$ cat config.mk
export PLATFORM = sky130hd
export DESIGN_NAME = equiv_stimulus_driver_flat
export DESIGN_NICKNAME = d
export VERILOG_FILES = /design/src/rtl/equiv_stimulus_driver_if.sv /design/src/rtl/equiv_stimulus_driver.sv /design/src/flat_wrapper.sv
export SDC_FILE = /design/constraint.sdc
export NUM_CORES = 1
export LEC_CHECK = 0
export ABC_AREA = 1
export CAP_MARGIN = 20
export CELL_PAD_IN_SITES_DETAIL_PLACEMENT = 0
export CELL_PAD_IN_SITES_GLOBAL_PLACEMENT = 1
export CORE_MARGIN = 2
export CORE_UTILIZATION = 39
export DETAILED_ROUTE_END_ITERATION = 10
export PLACE_DENSITY = 0.8
export SLEW_MARGIN = 40
export SYNTH_ARGS = -nofsm -noshare
export SYNTH_HDL_FRONTEND = slang
export SYNTH_SLANG_ARGS = --single-unit
$ cat constraint.sdc
create_clock -name clk -period 6.1 [get_ports clk]
set_input_delay 1.525 -clock clk [delete_from_list [all_inputs] [get_ports clk]]
set_output_delay 1.525 -clock clk [all_outputs]
set_load 0.005 [all_outputs]
$ cat src/rtl/equiv_stimulus_driver_if.sv
// Shared stimulus stream between the driver and both implementations under comparison.
// The driver presents data_in/input_valid; the consumer side applies stall as backpressure.
interface equiv_stimulus_driver_if #(
    parameter int unsigned DATA_WIDTH = 32
) ();
    logic [DATA_WIDTH-1:0] data_in;
    logic                  input_valid;
    logic                  stall;

    modport master (
        output data_in,
        output input_valid,
        input  stall
    );

    modport slave (
        input  data_in,
        input  input_valid,
        output stall
    );
endinterface

$ cat src/rtl/equiv_stimulus_driver.sv
// Drive side of the sequential-equivalence harness: sequences the implementations' reset,
// issues a seeded Galois-LFSR transaction stream with gaps/stalls, drains, and reports the verdict.
module equiv_stimulus_driver #(
    parameter int unsigned           DATA_WIDTH     = 32,
    parameter int unsigned           LEN_WIDTH      = 16,
    parameter int unsigned           DUT_RST_CYCLES = 4,
    parameter int unsigned           DRAIN_CYCLES   = 20,
    parameter logic [DATA_WIDTH-1:0] LFSR_TAPS      = DATA_WIDTH'(32'h8020_0003)
) (
    input  logic                  clk,
    input  logic                  rst,
    input  logic                  start,
    input  logic [DATA_WIDTH-1:0] seed,
    input  logic [LEN_WIDTH-1:0]  num_txn,
    input  logic [3:0]            gap,
    input  logic                  mismatch,
    output logic                  dut_rst_n,
    output logic                  busy,
    output logic                  done,
    output logic                  pass,
    output logic [LEN_WIDTH-1:0]  txn_count,
    output logic [LEN_WIDTH-1:0]  fail_index,
    equiv_stimulus_driver_if.master stim
);

    localparam int unsigned CNT_MAX = (DUT_RST_CYCLES > DRAIN_CYCLES) ? DUT_RST_CYCLES : DRAIN_CYCLES;
    localparam int unsigned CNT_W   = $clog2(((CNT_MAX > 15) ? CNT_MAX : 15) + 1);

    typedef enum logic [2:0] {
        IDLE,
        DUT_RST,
        RUN,
        GAP,
        DRAIN,
        DONE
    } state_t;

    state_t                state;
    logic [CNT_W-1:0]      cnt;
    logic [DATA_WIDTH-1:0] lfsr;
    logic [DATA_WIDTH-1:0] lfsr_next;
    logic [LEN_WIDTH-1:0]  num_q;
    logic [3:0]            gap_q;
    logic                  fail;
    logic [DATA_WIDTH-1:0] data_q;
    logic                  valid_q;

    logic                  accept;
    logic                  last_accept;
    logic                  fail_hit;
    logic [LEN_WIDTH-1:0]  txn_inc;

    assign stim.data_in     = data_q;
    assign stim.input_valid = valid_q;

    always_comb begin
        lfsr_next   = (lfsr >> 1) ^ (lfsr[0] ? LFSR_TAPS : '0);
        accept      = (state == RUN) && valid_q && !stim.stall;
        last_accept = ({1'b0, txn_count} + (LEN_WIDTH + 1)'(1)) == {1'b0, num_q};
        txn_inc     = (&txn_count) ? txn_count : txn_count + LEN_WIDTH'(1);
        fail_hit    = ((state == RUN) || (state == GAP) || (state == DRAIN)) && mismatch && !fail;
    end

    always_ff @(posedge clk or posedge rst) begin
        if (rst) begin
            state      <= IDLE;
            cnt        <= '0;
            lfsr       <= '0;
            num_q      <= '0;
            gap_q      <= '0;
            fail       <= 1'b0;
            data_q     <= '0;
            valid_q    <= 1'b0;
            dut_rst_n  <= 1'b0;
            busy       <= 1'b0;
            done       <= 1'b0;
            pass       <= 1'b0;
            txn_count  <= '0;
            fail_index <= '0;
        end else begin
            case (state)
                IDLE, DONE: begin
                    if (start) begin
                        lfsr       <= (seed == '0) ? DATA_WIDTH'(1) : seed;
                        num_q      <= num_txn;
                        gap_q      <= gap;
                        txn_count  <= '0;
                        fail_index <= '0;
                        fail       <= 1'b0;
                        done       <= 1'b0;
                        pass       <= 1'b0;
                        busy       <= 1'b1;
                        dut_rst_n  <= 1'b0;
                        valid_q    <= 1'b0;
                        data_q     <= '0;
                        cnt        <= CNT_W'(DUT_RST_CYCLES);
                        state      <= DUT_RST;
                    end
                end

                DUT_RST: begin
                    if (cnt == CNT_W'(1)) begin
                        dut_rst_n <= 1'b1;
                        if (num_q == '0) begin
                            cnt   <= CNT_W'(DRAIN_CYCLES);
                            state <= DRAIN;
                        end else begin
                            valid_q <= 1'b1;
                            data_q  <= lfsr;
                            state   <= RUN;
                        end
                    end else begin
                        cnt <= cnt - CNT_W'(1);
                    end
                end

                RUN: begin
                    if (accept) begin
                        txn_count <= txn_inc;
                        lfsr      <= lfsr_next;
                        if (last_accept) begin
                            valid_q <= 1'b0;
                            data_q  <= '0;
                            cnt     <= CNT_W'(DRAIN_CYCLES);
                            state   <= DRAIN;
                        end else if (gap_q != '0) begin
                            valid_q <= 1'b0;
                            cnt     <= CNT_W'(gap_q);
                            state   <= GAP;
                        end else begin
                            data_q <= lfsr_next;
                        end
                    end
                end

                GAP: begin
                    if (cnt == CNT_W'(1)) begin
                        valid_q <= 1'b1;
                        data_q  <= lfsr;
                        state   <= RUN;
                    end else begin
                        cnt <= cnt - CNT_W'(1);
                    end
                end

                DRAIN: begin
                    if (cnt == CNT_W'(1)) begin
                        busy  <= 1'b0;
                        done  <= 1'b1;
                        pass  <= !fail;
                        state <= DONE;
                    end else begin
                        cnt <= cnt - CNT_W'(1);
                    end
                end

                default: state <= IDLE;
            endcase

            // Placed after the case so a first mismatch overrides any same-cycle transition,
            // while the accept bookkeeping above (txn_count, lfsr) still takes effect.
            if (fail_hit) begin
                fail       <= 1'b1;
                fail_index <= txn_count;
                valid_q    <= 1'b0;
                data_q     <= '0;
                busy       <= 1'b0;
                done       <= 1'b1;
                pass       <= 1'b0;
                state      <= DONE;
            end
        end
    end

endmodule

$ cat src/flat_wrapper.sv
// flat-port wrapper written by rule: the top's interface ports become plain ports
module equiv_stimulus_driver_flat 
#(
    parameter int unsigned           DATA_WIDTH     = 32,
    parameter int unsigned           LEN_WIDTH      = 16,
    parameter int unsigned           DUT_RST_CYCLES = 4,
    parameter int unsigned           DRAIN_CYCLES   = 20,
    parameter logic [DATA_WIDTH-1:0] LFSR_TAPS      = DATA_WIDTH'(32'h8020_0003)
)
  (clk, rst, start, seed, num_txn, gap, mismatch, dut_rst_n, busy, done, pass, txn_count, fail_index, stim_data_in, stim_input_valid, stim_stall);
  equiv_stimulus_driver_if #(.DATA_WIDTH(DATA_WIDTH)) stim_i ();
  input  logic clk;
  input  logic rst;
  input  logic start;
  input  logic [DATA_WIDTH-1:0] seed;
  input  logic [LEN_WIDTH-1:0] num_txn;
  input  logic [3:0] gap;
  input  logic mismatch;
  output logic dut_rst_n;
  output logic busy;
  output logic done;
  output logic pass;
  output logic [LEN_WIDTH-1:0] txn_count;
  output logic [LEN_WIDTH-1:0] fail_index;
  output wire logic [$bits(stim_i.data_in)-1:0] stim_data_in;
  output wire logic [$bits(stim_i.input_valid)-1:0] stim_input_valid;
  input wire logic [$bits(stim_i.stall)-1:0] stim_stall;
  assign stim_data_in = stim_i.data_in;
  assign stim_input_valid = stim_i.input_valid;
  assign stim_i.stall = stim_stall;
  equiv_stimulus_driver #(.DATA_WIDTH(DATA_WIDTH), .LEN_WIDTH(LEN_WIDTH), .DUT_RST_CYCLES(DUT_RST_CYCLES), .DRAIN_CYCLES(DRAIN_CYCLES), .LFSR_TAPS(LFSR_TAPS)) u_core (.clk(clk), .rst(rst), .start(start), .seed(seed), .num_txn(num_txn), .gap(gap), .mismatch(mismatch), .dut_rst_n(dut_rst_n), .busy(busy), .done(done), .pass(pass), .txn_count(txn_count), .fail_index(fail_index), .stim(stim_i));
endmodule
==> results.toml, run 1 <==
[power_and_ir_drop]
p_leak_nw = 4.509
swShare = 0.4434
power_frac_comb = 0.482
power_frac_seq = 0.310
clockPowerShare = 0.208
p_switching_w = 0.001981
power_density_nw_per_um2 = 482.1
vdd_ir_drop_max_mv = 0.2445
intPower_w = 0.002487

[global_route]
antenna_found_initial = 0
grt_max_degree = 59
grt_pass1_wl_mm = 34.49
grt_pass1_vias = 6623
grt_usage = 0.2198
grt-ovfl-total = 0

[drt]
drc_errors = 0
viasPerCell = 5.136
ant_nets = 0
dr_total_vias = 7010
wl_mm = 21.27
drtPass1Iterations = 5
drt_first_iter_violations = 505
wire_per_inst_um = 15.58

[die]
dieArea_um2 = 19840
initial_utilization = 0.3945
die_y_um = 140.9
die_x_um = 140.9
fp-row-count = 50
fp.coreArea_um2 = 18520
pin_count = 126

[clock_network]
h-tree-depth = 4
cts_tree = "yes"
cts_buffer_depth = 2
post_cts_buffers = 0
cts-root-buf = "clkbuf_16"
holdBufCountCts = 0
path_clk_slew_ns = 0.06
ctsResizeCount = 0
numCtsBuffers = 17
numClockSinks = 130
clock_latency_ns = 0.43

[logic_synthesis]
synth_edf_count = 0
ys_ff_latch = 130
syn_area_um2 = 7306
yosysTopAreaCellShare = 0.4453
synthXorXnorAreaFrac = 0.005994
ys_warn_count = 0
synth_top_family_by_area = "simple AND/OR/NAND/NOR gates"
synthArstFlopShare = 1.000
syn_inst = 1009
synth_nets = 1069
seq_area_frac_synth = 0.4453
synth_flop_cell = "dfrtp_1"
synth_adder_area_share = 0.005138
yosysTopAreaCell = "dfrtp_1"
synth_simple_gate_area_share = 0.3710
synth_cell_types = 37
synth_area_leaders = "dfrtp_1 (45%), nand2_1 (20%), inv_1 (5.1%)"
yosysMostFrequentCell = "nand2_1"
syn_area_per_cell_um2 = 7.241
muxShareOfSynthArea = 0
synth_compound_area_frac = 0.08734
synth_common_cells = "nand2_1 (381), dfrtp_1 (130), inv_1 (100), nand3_1 (66), nor2_1 (64)"

[min_path]
hold_start = "u_core.fail"
hold_depth = 1
min_to = "u_core.pass"
min_path_type = "flip-flop to flip-flop"

[worst_setup_path]
worst-path-buf-inv = 3
crit_type = "input pin to flip-flop"
arrival_ns = 3.66
end_kind = "flip-flop"
cp.required_ns = 6.43
crit_top_cell = "nand2_1"
critPathLaunchType = "input pin"
slowest_delay_ns = 0.52
timing.rr.end = "u_core.stim.data_in[0]"
rr_startpoint = "u_core.txn_count[0]"
path_cells = "clkdlybuf4s50_1, nand3b_1, nand2_1, nand2_2, inv_2, nand2_1, inv_2, nand2_1, o21ai_0"
slowest_stage = "nand2_1"
path_max_fanout = 17
r2r_slack_ns = 2.79
r2r_cells = 14
cp_top_family = "simple AND/OR/NAND/NOR gates"

[timing]
maxSlewViolCount = 0
rsz0062_at_grt = "no"
worst_pin_slew_ns = 0.6826
period_needed_ns = 3.330
finClkSkew_ns = 0.01466
hold_viol_final = 0
setup_tns_ns = 0
finalSetupViolations = 0
whs_ns = 0.4601
clock.fmax_mhz = 300.3
relSlewSlack = 0.5438
finalCritPeriodShare = 0.5460

[layout]
multiInputGateArea_um2 = 3453
antenna_cells = 0
nFillCells = 1837
fin_util = 0.5005
ff_latch_area_um2 = 3253
fin_area_um2 = 9268
final_nets = 1178
drive_gt1_frac = 0.07073
areaGrowthSynthToFinish_pct = 26.85

[flow_run]
cap_violations = 0

[place]
place_congestion = 0.8278
portBuffers = 125
placed_cell_area_um2 = 8727
dp_hpwl_mm = 14.93

[outcome]
status = "finished clean"
[through the flow]
stage / instances / total power, W / setup WS, ns
3_5_place_dp: 1333 / 0.003554 / 2.037
5_1_grt: 1365 / 0.004853 / 2.559
2_1_floorplan: 1009 / 0.002908 / 1.106
3_3_place_gp: 1332 / 0.003504 / 2.132
6_report: 1365 / 0.004468 / 2.770
4_1_cts: 1365 / 0.004495 / 2.502
[cell families (layout without fill, tap and decap cells)]
group,count (synthesis),in the layout
compound gates,112,112
flops,130,130
simple gates,609,609
buf+inv,150,272
xor+xnor,5,5
fa+ha+maj,3,3
[power by group through the flow]
stage / Sequential (W) / Combinational [W] / Clock [W]
2_1_floorplan: 0.00136 / 0.00155 / 0
3_3_place_gp: 0.00140 / 0.00211 / 0
3_5_place_dp: 0.00140 / 0.00216 / 0
4_1_cts: 0.00138 / 0.00216 / 0.000946
5_1_grt: 0.00142 / 0.00245 / 0.000977
6_report: 0.00139 / 0.00215 / 0.000930
[layer usage]
metal | GRT usage | part of all wire
met1 | 0.2987 | 0.46
met2 | 0.3543 | 0.47
met3 | 0.04280 | 0.048
met4 | 0.07263 | 0.022
met5 | 0 | 0
[registers in the layout (all words and copies together) (netlist names)]
name	flops
u_core.busy	1
u_core.cnt	5
u_core.done	1
u_core.dut_rst_n	1
u_core.fail	1
u_core.fail_index	16
u_core.gap_q	4
u_core.lfsr	32
u_core.num_q	16
u_core.pass	1
u_core.state	3
u_core.stim.data_in	32
u_core.stim.input_valid	1
u_core.txn_count	16
[cell type report]
class                           instances  share of cell area
Clock buffer                           19             0.04779
Multi-Input combinational cell        729              0.3726
Timing Repair Buffer                  133              0.1436
Tap cell                              234             0.03159
Inverter                              107             0.04388
Sequential cell                       130              0.3510
Clock inverter                         13            0.009451
[cell usage in the layout, fill, tap and decap left out, drive strengths merged, types with 2 or more instances in the layout]
cell type / synthesis / routed
buf: 21 / 8
a21oi: 13 / 13
xor2: 4 / 4
or2: 2 / 2
clkinv: 1 / 9
o22ai: 14 / 14
inv: 106 / 108
nor3: 4 / 4
nand3: 71 / 71
clkbuf: 22 / 19
nand4: 54 / 54
ha: 3 / 3
o21ai: 54 / 54
a31oi: 27 / 27
nor2: 80 / 80
clkinvlp: 0 / 3
dfrtp: 130 / 130
nor4: 8 / 8
nand2: 388 / 388
nand3b: 2 / 2
clkdlybuf4s50: 0 / 125
[worst max path at each step]
stage / slack [ns] / to / startpoint / depth (start not counted)
floorplan: 1.11 / u_core.busy / rst / 1
global placement: 2.13 / u_core.stim.data_in[26] / mismatch / 8
detailed placement: 2.04 / u_core.stim.data_in[3] / mismatch / 8
CTS: 2.50 / u_core.stim.data_in[0] / mismatch / 8
global route: 2.56 / u_core.stim.data_in[28] / u_core.txn_count[0] / 14
finish: 2.77 / u_core.txn_count[0] / stim_stall / 9
(Power assumes the default switching activity.)
==> run 2, diff against run 1 <==
--- a/config.mk
+++ b/config.mk
@@ -10,9 +10,9 @@
 export CELL_PAD_IN_SITES_DETAIL_PLACEMENT = 0
 export CELL_PAD_IN_SITES_GLOBAL_PLACEMENT = 1
 export CORE_MARGIN = 2
-export CORE_UTILIZATION = 39
+export CORE_UTILIZATION = 35
 export DETAILED_ROUTE_END_ITERATION = 10
-export PLACE_DENSITY = 0.8
+export PLACE_DENSITY = 0.76
 export SLEW_MARGIN = 40
 export SYNTH_ARGS = -nofsm -noshare
 export SYNTH_HDL_FRONTEND = slang
==> constraint.sdc (replaced) <==
create_clock -name clk -period 2.8 [get_ports clk]
set_input_delay 0.7 -clock clk [delete_from_list [all_inputs] [get_ports clk]]
set_output_delay 0.7 -clock clk [all_outputs]
set_load 0.005 [all_outputs]
==> run 2 against run 1 <==
Compared with the run above: clock skew fell by 0.0052 ns; largest cell class unchanged; highest routed layer unchanged; critical path type is now flip-flop to flip-flop; core utilization down 3.3 points; setup slack worse by 2.6 ns; flip-flop and latch count unchanged; die area up 11%.
==> results.toml, run 2 (synthesis gave the netlist of run 1 again) <==
[drt]
wl_mm = 22.03
viasPerCell = 4.941
ant_nets = 0
drtPass1Iterations = 5
drc_errors = 0
wire_per_inst_um = 15.59
dr_total_vias = 6981
drt_first_iter_violations = 416

[clock_network]
numCtsBuffers = 17
holdBufCountCts = 0
cts_buffer_depth = 2
numClockSinks = 130
h-tree-depth = 4
clock_latency_ns = 0.43
cts-root-buf = "clkbuf_16"
path_clk_slew_ns = 0.06
cts_tree = "yes"

[layout]
multiInputGateArea_um2 = 3463
final_nets = 1190
antenna_cells = 0
areaGrowthSynthToFinish_pct = 30.35
drive_gt1_frac = 0.08136
mostFrequentLayoutCells = "nand2_1 (381), dfrtp_1 (130), clkdlybuf4s50_1 (125)"
ff_latch_area_um2 = 3253
fin_util = 0.4676
fin_area_um2 = 9523
nFillCells = 2067
layout_commonest_cell = "nand2_1"

[worst_setup_path]
cp.required_ns = 3.12
crit_type = "flip-flop to flip-flop"
end_kind = "flip-flop"
r2r_cells = 14
critPathLaunchType = "flip-flop"
arrival_ns = 2.93
path_max_fanout = 16

[power_and_ir_drop]
power_density_nw_per_um2 = 1084
vdd_ir_drop_max_mv = 0.5272
p_leak_nw = 4.614

[timing]
clock.fmax_mhz = 383.0
finClkSkew_ns = 0.009443
whs_ns = 0.4767
finalSetupViolations = 0
period_needed_ns = 2.611
relSlewSlack = 0.5826
maxSlewViolCount = 0
setup_ws_ns = 0.1891
worst_pin_slew_ns = 0.6261
hold_viol_final = 0
rsz0062_at_grt = "yes"
finalCritPeriodShare = 0.9325
setup_tns_ns = 0

[min_path]
min_path_type = "flip-flop to flip-flop"
hold_depth = 2

[die]
die_y_um = 148.5
fp.coreArea_um2 = 20360
fp-row-count = 52
die_x_um = 148.5
pin_count = 126
initial_utilization = 0.3587
dieArea_um2 = 22040

[global_route]
antenna_found_initial = 0
grt_max_degree = 108
grt_pass1_wl_mm = 34.48
grt_usage = 0.1989
grt_pass1_vias = 6500
grt-ovfl-total = 0

[outcome]
status = "finished clean"

[place]
placed_cell_area_um2 = 8861
place_congestion = 0.8801
dp_slack_ns = 0.1389
portBuffers = 125
dp_hpwl_mm = 15.29

[flow_run]
cap_violations = 0
==> run 2: cell count changes in the layout (fill, tap and decap cells not counted), sizes merged <==
| cell | before | now |
|---|---|---|
| buf | 8 | 19 |
| bufinv | 0 | 4 |
| clkbuf | 19 | 18 |
| clkinv | 9 | 5 |
| inv | 108 | 109 |
| nand3 | 71 | 72 |
==> run 2: final timing paths <==
path	startpoint	end	slack, ns
max	u_core.txn_count[1]	u_core.stim.data_in[24]	0.19
min	u_core.stim.data_in[7]	u_core.stim.data_in[7]	0.48
max in group asynchronous	rst	u_core.state[0]	1.53
min in group asynchronous	rst	u_core.stim.data_in[26]	0.71
max reg2reg	u_core.txn_count[1]	u_core.stim.data_in[24]	0.19
min reg2reg	u_core.stim.data_in[7]	u_core.stim.data_in[7]	0.48
==> run 2: power breakdown <==
| part | switching [W] | internal (W) |
|---|---|---|
| registers | 0.000451 | 0.00256 |
| clock network | 0.000919 | 0.00153 |
| logic | 0.00308 | 0.00179 |
| total | 0.00445 | 0.00588 |
==> run 2: area by class of cell <==
type | count | share of cell area
Inverter | 107 | 0.04257
Clock buffer | 18 | 0.04612
Tap cell | 270 | 0.03547
Clock inverter | 14 | 0.02115
Timing Repair Buffer | 144 | 0.1494
Sequential cell | 130 | 0.3416
Multi-Input combinational cell | 730 | 0.3637
==> run 2: what timing repair did <==
item	CTS	global route
setup endpoints to repair	0	32
resized for setup	0	2
setup buffers	0	0
==> run 2: critical path, stage by stage (launching register included) <==
cell     delay [ns]
dfrtp_1        0.41
ha_1           0.23
nand2_1        0.13
nor2_4         0.23
nand2_2        0.10
nand2_1        0.09
nand3_1        0.07
nand2_1        0.11
nand4_1        0.11
nor2_2         0.24
nand3_4        0.18
nand3_4        0.15
nand3_4        0.23
nand2_1        0.15
nand2_1        0.06
==> run 2: routing by layer <==
| layer | vias to the layer above | share of wire | track usage |
|---|---|---|---|
| li1 | 3527 | - | - |
| met1 | 3248 | 0.48 | 0.2755 |
| met2 | 188 | 0.47 | 0.3238 |
| met3 | 18 | 0.044 | 0.03497 |
| met4 | 0 | 0.0099 | 0.05143 |
| met5 | - | 0 | 0 |
==> run 2: through the flow <==
step	total power (W)	std cells
after floorplan	0.006335	1009
after global placement	0.007808	1380
after detailed placement	0.007842	1380
after CTS	0.01033	1412
after global routing	0.01118	1413
final	0.01033	1413
